## config.mk

```make
export PLATFORM = sky130hd
export DESIGN_NAME = mpu6050
export DESIGN_NICKNAME = d
export VERILOG_FILES = /design/src/rtl/mpu6050_pkg.sv /design/src/rtl/mpu6050_axis_scale.sv /design/src/rtl/mpu6050.sv
export SDC_FILE = /design/constraint.sdc
export NUM_CORES = 2
export LEC_CHECK = 0
export CAP_MARGIN = 20
export CORE_MARGIN = 8
export CORE_UTILIZATION = 25
export DETAILED_ROUTE_END_ITERATION = 6
export HOLD_SLACK_MARGIN = 0.05
export SYNTH_ARGS = -nofsm -noshare
export SYNTH_HDL_FRONTEND = slang
export SYNTH_SLANG_ARGS = --single-unit
```

## constraint.sdc

```tcl
create_clock -name clk -period 15.85 [get_ports clk]
set_clock_uncertainty 0.15 [all_clocks]
set_input_delay 2.3775 -clock clk [delete_from_list [all_inputs] [get_ports clk]]
set_output_delay 2.3775 -clock clk [all_outputs]
set_load 0.005 [all_outputs]
```

## src/rtl/mpu6050_pkg.sv

```systemverilog
// Shared widths, coefficient derivation and saturation helper for the
// MPU6050 raw-count to fixed-point scaler.
package mpu6050_pkg;

    localparam int DEF_ACC_WIDTH             = 16;
    localparam int DEF_GYRO_WIDTH            = 16;
    localparam int DEF_ACC_SENS_COEFF_WIDTH  = 16;
    localparam int DEF_GYRO_SENS_COEFF_WIDTH = 16;
    localparam int RAW_WIDTH                 = 16;

    localparam real PI = 3.14159265358979323846;

    // Coefficients are signed Q2.(2*cw-2), so the final shift is 2*cw-2.
    function automatic int shift_of(input int cw);
        return 2 * cw - 2;
    endfunction

    // 0.25 g/LSB-scaled: 16384 LSB/g into Q4.12 is a factor of 1/4.
    function automatic longint k_acc_of(input int cw);
        return longint'(1) <<< (shift_of(cw) - 2);
    endfunction

    // 131 LSB per deg/s, converted to rad/s and scaled into Q4.12.
    function automatic longint k_gyro_of(input int cw);
        real r;
        r = (PI / 180.0) / 131.0 * 4096.0 * (2.0 ** shift_of(cw));
        return longint'(r);
    endfunction

    // Clamp a wide signed value to the signed range of a w-bit result.
    function automatic logic signed [127:0] sat_to(input logic signed [127:0] v,
                                                   input int w);
        logic signed [127:0] hi;
        logic signed [127:0] lo;
        hi = (128'sd1 <<< (w - 1)) - 128'sd1;
        lo = -hi - 128'sd1;
        if (v > hi)
            return hi;
        else if (v < lo)
            return lo;
        return v;
    endfunction

endpackage

```

## src/rtl/mpu6050_axis_scale.sv

```systemverilog
// One axis: raw count times constant coefficient, round half-up, shift,
// saturate and register, exposing the full-precision intermediates.
module mpu6050_axis_scale
    import mpu6050_pkg::*;
#(
    parameter int     IN_W    = 16,
    parameter int     OUT_W   = 16,
    parameter int     COEFF_W = 16,
    parameter longint K       = 0
) (
    input  logic                              clk,
    input  logic                              rst,
    input  logic signed [IN_W-1:0]            sens,
    output logic signed [OUT_W-1:0]           scaled,
    output logic signed [2*COEFF_W+IN_W-1:0]  temp,
    output logic signed [2*COEFF_W+IN_W:0]    rounded
);

    localparam int TW = 2 * COEFF_W + IN_W;
    localparam int RW = TW + 1;
    localparam int S  = shift_of(COEFF_W);

    localparam logic signed [2*COEFF_W-1:0] COEFF = K[2*COEFF_W-1:0];
    localparam logic signed [RW-1:0]        HALF  = {{(RW-1){1'b0}}, 1'b1} << (S - 1);

    logic signed [TW-1:0]    temp_next;
    logic signed [RW-1:0]    rounded_next;
    logic signed [RW-1:0]    shifted;
    logic signed [127:0]     sat_wide;
    logic signed [OUT_W-1:0] scaled_next;

    logic signed [TW-1:0]    temp_reg;
    logic signed [RW-1:0]    rounded_reg;
    logic signed [OUT_W-1:0] scaled_reg;

    // Multiply, add half an output LSB, arithmetic shift, then clamp.
    always_comb begin
        temp_next    = TW'(sens) * TW'(COEFF);
        rounded_next = {temp_next[TW-1], temp_next} + HALF;
        shifted      = rounded_next >>> S;
        sat_wide     = sat_to(128'(shifted), OUT_W);
        scaled_next  = sat_wide[OUT_W-1:0];
    end

    // Single output stage; reset clears the result and both debug values.
    always_ff @(posedge clk) begin
        if (rst) begin
            temp_reg    <= '0;
            rounded_reg <= '0;
            scaled_reg  <= '0;
        end else begin
            temp_reg    <= temp_next;
            rounded_reg <= rounded_next;
            scaled_reg  <= scaled_next;
        end
    end

    assign temp    = temp_reg;
    assign rounded = rounded_reg;
    assign scaled  = scaled_reg;

endmodule

```

## src/rtl/mpu6050.sv

```systemverilog
// Six-axis MPU6050 scaler: three accel axes and three gyro axes, each an
// independent registered multiply/round/saturate lane.
module mpu6050
    import mpu6050_pkg::*;
#(
    parameter int ACC_WIDTH             = DEF_ACC_WIDTH,
    parameter int GYRO_WIDTH            = DEF_GYRO_WIDTH,
    parameter int ACC_SENS_COEFF_WIDTH  = DEF_ACC_SENS_COEFF_WIDTH,
    parameter int GYRO_SENS_COEFF_WIDTH = DEF_GYRO_SENS_COEFF_WIDTH
) (
    input  logic clk,
    input  logic rst,
    input  logic [15:0] a_x_sens,
    input  logic [15:0] a_y_sens,
    input  logic [15:0] a_z_sens,
    input  logic [15:0] w_x_sens,
    input  logic [15:0] w_y_sens,
    input  logic [15:0] w_z_sens,
    output logic [ACC_WIDTH-1:0]  a_x,
    output logic [ACC_WIDTH-1:0]  a_y,
    output logic [ACC_WIDTH-1:0]  a_z,
    output logic [GYRO_WIDTH-1:0] w_x,
    output logic [GYRO_WIDTH-1:0] w_y,
    output logic [GYRO_WIDTH-1:0] w_z,
    output logic [2*ACC_SENS_COEFF_WIDTH+15:0]  a_x_temp_debug,
    output logic [2*ACC_SENS_COEFF_WIDTH+15:0]  a_y_temp_debug,
    output logic [2*ACC_SENS_COEFF_WIDTH+15:0]  a_z_temp_debug,
    output logic [2*ACC_SENS_COEFF_WIDTH+16:0]  a_x_rounded_debug,
    output logic [2*ACC_SENS_COEFF_WIDTH+16:0]  a_y_rounded_debug,
    output logic [2*ACC_SENS_COEFF_WIDTH+16:0]  a_z_rounded_debug,
    output logic [2*GYRO_SENS_COEFF_WIDTH+15:0] w_x_temp_debug,
    output logic [2*GYRO_SENS_COEFF_WIDTH+15:0] w_y_temp_debug,
    output logic [2*GYRO_SENS_COEFF_WIDTH+15:0] w_z_temp_debug,
    output logic [2*GYRO_SENS_COEFF_WIDTH+16:0] w_x_rounded_debug,
    output logic [2*GYRO_SENS_COEFF_WIDTH+16:0] w_y_rounded_debug,
    output logic [2*GYRO_SENS_COEFF_WIDTH+16:0] w_z_rounded_debug
);

    localparam int     CWA    = ACC_SENS_COEFF_WIDTH;
    localparam int     CWG    = GYRO_SENS_COEFF_WIDTH;
    localparam longint K_ACC  = k_acc_of(CWA);
    localparam longint K_GYRO = k_gyro_of(CWG);

    logic [15:0]          acc_sens  [3];
    logic [ACC_WIDTH-1:0] acc_out   [3];
    logic [2*CWA+15:0]    acc_temp  [3];
    logic [2*CWA+16:0]    acc_rnd   [3];

    logic [15:0]           gyro_sens [3];
    logic [GYRO_WIDTH-1:0] gyro_out  [3];
    logic [2*CWG+15:0]     gyro_temp [3];
    logic [2*CWG+16:0]     gyro_rnd  [3];

    assign acc_sens[0]  = a_x_sens;
    assign acc_sens[1]  = a_y_sens;
    assign acc_sens[2]  = a_z_sens;
    assign gyro_sens[0] = w_x_sens;
    assign gyro_sens[1] = w_y_sens;
    assign gyro_sens[2] = w_z_sens;

    genvar gi;
    generate
        for (gi = 0; gi < 3; gi++) begin : g_acc
            mpu6050_axis_scale #(
                .IN_W(RAW_WIDTH), .OUT_W(ACC_WIDTH), .COEFF_W(CWA), .K(K_ACC)
            ) u_axis (
                .clk(clk), .rst(rst), .sens(acc_sens[gi]),
                .scaled(acc_out[gi]), .temp(acc_temp[gi]), .rounded(acc_rnd[gi])
            );
        end
        for (gi = 0; gi < 3; gi++) begin : g_gyro
            mpu6050_axis_scale #(
                .IN_W(RAW_WIDTH), .OUT_W(GYRO_WIDTH), .COEFF_W(CWG), .K(K_GYRO)
            ) u_axis (
                .clk(clk), .rst(rst), .sens(gyro_sens[gi]),
                .scaled(gyro_out[gi]), .temp(gyro_temp[gi]), .rounded(gyro_rnd[gi])
            );
        end
    endgenerate

    assign a_x = acc_out[0];
    assign a_y = acc_out[1];
    assign a_z = acc_out[2];
    assign w_x = gyro_out[0];
    assign w_y = gyro_out[1];
    assign w_z = gyro_out[2];

    assign a_x_temp_debug    = acc_temp[0];
    assign a_y_temp_debug    = acc_temp[1];
    assign a_z_temp_debug    = acc_temp[2];
    assign a_x_rounded_debug = acc_rnd[0];
    assign a_y_rounded_debug = acc_rnd[1];
    assign a_z_rounded_debug = acc_rnd[2];
    assign w_x_temp_debug    = gyro_temp[0];
    assign w_y_temp_debug    = gyro_temp[1];
    assign w_z_temp_debug    = gyro_temp[2];
    assign w_x_rounded_debug = gyro_rnd[0];
    assign w_y_rounded_debug = gyro_rnd[1];
    assign w_z_rounded_debug = gyro_rnd[2];

endmodule

```

==> run_results.csv <==
group,metric,value,unit
route,wl_per_cell,19.8,um
floorplanning,die_height,408,um
synth,syn_avg_cell_area,9.29,um2
cts,clock_sinks,345,
grt,grt_pass1_vias,31500,
cts,root_buffer,"clkbuf_16",
cts,cts_tree,"built",
synth,ys.flop_type,"dfxtp_1",
route,ant_nets,0,
setup_path,max_stage_delay,0.92,ns
setup_path,cp_max_fo,15,
route,dr.pass1.iters,7,
timing,worst_pin_slew,1.03,ns
cells_and_area,largest_reg_flops,144,
synth,ys_types,98,
timing,setup_viol_count_final,0,
timing,fin_crit,11.26,ns
route,routed_wl,131,mm
synth,yosys.area.top_type,"fa_1",
synth,synthTopCellsByArea,"fa_1 25%, dfxtp_1 18%, ha_1 17%",
route,viasPerCell,4.39,
setup_path,crit_required,16.11,ns
timing,fin_ws,4.59,ns
cts,hold_buffers,0,
grt,antenna_found_initial,9,
setup_path,critPathCaptureType,"register",
grt,grt_use_total,0.153,
placed_design,io_buffers,607,
grt,grt_max_degree,89,
cts,ctsResizeCount,0,
synth,synth_edf_count,0,
synth,ys_seq_area_frac,0.180,
timing,fmax,0.0888,GHz
route,drc,0,
timing,slew_headroom,0.311,
timing,timing.setup.tns,0,ns
synth,synth-warning-count,0,
setup_path,worstSetupPathType,"in2reg",
setup_path,path_delay_family,"adder cells",
grt,grt_pass1_wl,198,mm
floorplanning,die_x,408,um
flow_run,max_cap_viol_count,0,
cells_and_area,area_growth_syn_to_layout,20.5,%
setup_path,cp_slowest_cell,"clkdlybuf4s50_1",
cts,cts_buffer_depth,3,
timing,hold_viol,0,
setup_path,path_buf_inv,7,
cells_and_area,nets,5649,
cts,cts.reportedPaths.clkPinSlew,0.06,ns
cells_and_area,fin_util,0.304,
min_path,hp-class,"in2reg",
outcome,outcome,"finished clean",
timing,maxSlewViolCount,0,
grt,grt-ovfl-total,0,
cells_and_area,post_route_cells_drive_above_1_share,0.0284,
cts,cts_made_buffers,43,
floorplanning,num_rows,143,
timing,rsz0062_at_grt,"no",
synth,async_flop_share,0,
setup_path,worst_ep_arrival_time,11.52,ns
floorplanning,die_area,0.166,mm2
synth,syn_inst,4130,
route,vias,29000,
floorplanning,core-area,0.152,mm2
timing,finalCritPeriodShare,0.710,
placed_design,place.gp.congestion,0.954,
route,drtIter0Drc,1568,
floorplanning,pin_count,776,
placed_design,dp.final_hpwl,114,mm
placed_design,place_ws,3.87,ns
setup_path,critPathLaunchType,"input port",
cts,htree_levels,2,
synth,synth-seq-cells,345,
synth,synth_top_area_share,0.255,
synth,syn-cell-area,0.0384,mm2
cts,cts_setup_buffers,0,
floorplanning,start_util,0.252,
[cell type report]
| cell class | count | area, um2 |
|---|---|---|
| Antenna cell | 5 | 12.5 |
| Clock buffer | 64 | 1290 |
| Clock inverter | 12 | 114 |
| Fill cell | 15900 | 106000 |
| Inverter | 797 | 2990 |
| Multi-Input combinational cell | 2731 | 26200 |
| Sequential cell | 345 | 6910 |
| Tap cell | 2030 | 2540 |
| Timing Repair Buffer | 621 | 6190 |
[final timing paths]
| path | endpoint | cells after the start | slack (ns) | from |
|---|---|---|---|---|
| min | g_gyro[0].u_axis.rounded[31]$_SDFF_PP0_ | 2 | 2.02 | rst |
| max | g_gyro[0].u_axis.scaled[3]$_SDFF_PP0_ | 26 | 4.59 | w_x_sens[3] |
[cell usage in the layout (no fill, tap or decap), types with 14 or more instances in the layout]
cell type        netlist  layout
conb_1                 1     168
nand2_1              167     167
nand3_1               54      54
ha_1                 524     524
nor3_1                48      48
a21boi_0              14      14
o21ai_0              102     102
xnor2_1               83      83
clkbuf_16              0      45
nor2_1               303     303
dfxtp_1              345     345
and4_1                14      14
o21a_1                23      23
fa_1                 488     488
clkdlybuf4s50_1        0     606
nor4_1                22      21
nand4_1               40      40
o311ai_1              19      19
or3_1                 27      27
inv_1                797     797
xor2_1                88      88
a21o_1                44      44
nor2b_1               77      77
o31ai_1               20      20
or2_2                 16      16
a21oi_1              153     153
o211ai_1              16      16
a211oi_1              14      14
and2_1                23      23
and3_1                22      22
[through the flow]
stage          hold WS (ns)  std cells  cell area [um2]
6_report               2.02       6605            46300
5_1_grt                1.99       6602            46300
4_1_cts                1.96       6600            46300
3_5_place_dp           2.62       6524            44900
3_3_place_gp           2.62       6522            44800
2_1_floorplan          2.30       4297            39000
[synth_stat cells, types with 5 or more instances]
cell,number
or4_1,5
or3_1,27
ha_1,524
fa_1,488
nor4_1,22
dfxtp_1,345
o311ai_0,12
o311ai_1,19
buf_2,20
nor2_1,303
a2111oi_0,5
nor2b_1,77
a21oi_1,153
a21boi_0,14
o211ai_1,16
and2_1,23
o21ai_0,102
o31ai_1,20
xnor2_1,83
nand2_1,167
buf_4,337
a211oi_1,14
a31oi_1,13
inv_1,797
o21bai_1,13
o21a_1,23
o31a_1,5
nor3b_1,6
a21o_1,44
nor3_1,48
and4_1,14
nand4_1,40
and3_1,22
or2_2,16
xor2_1,88
clkbuf_1,61
nand2b_1,11
nand3_1,54
[logic make-up (layout without fill, tap and decap cells)]
kind of cell	Yosys count	in the layout	synth area share
compound gates	518	518	0.0915
xor+xnor	172	172	0.0394
fa+ha+maj	1012	1012	0.425
buf+inv	1221	1494	0.153
flops	345	345	0.180
mux	4	4	0.00104
other cells	1	173	0.0000977
simple gates	857	857	0.109
[layer usage]
layer,wire length (um),up-vias,track usage
li1,-,13600,-
met1,59100,14200,0.203
met2,59800,1022,0.253
met3,8670,153,0.0357
met4,3210,2,0.0365
met5,13,-,0
Power is not shown: default switching activity piles up to over one toggle a cycle in this logic, so the estimate is an artifact.
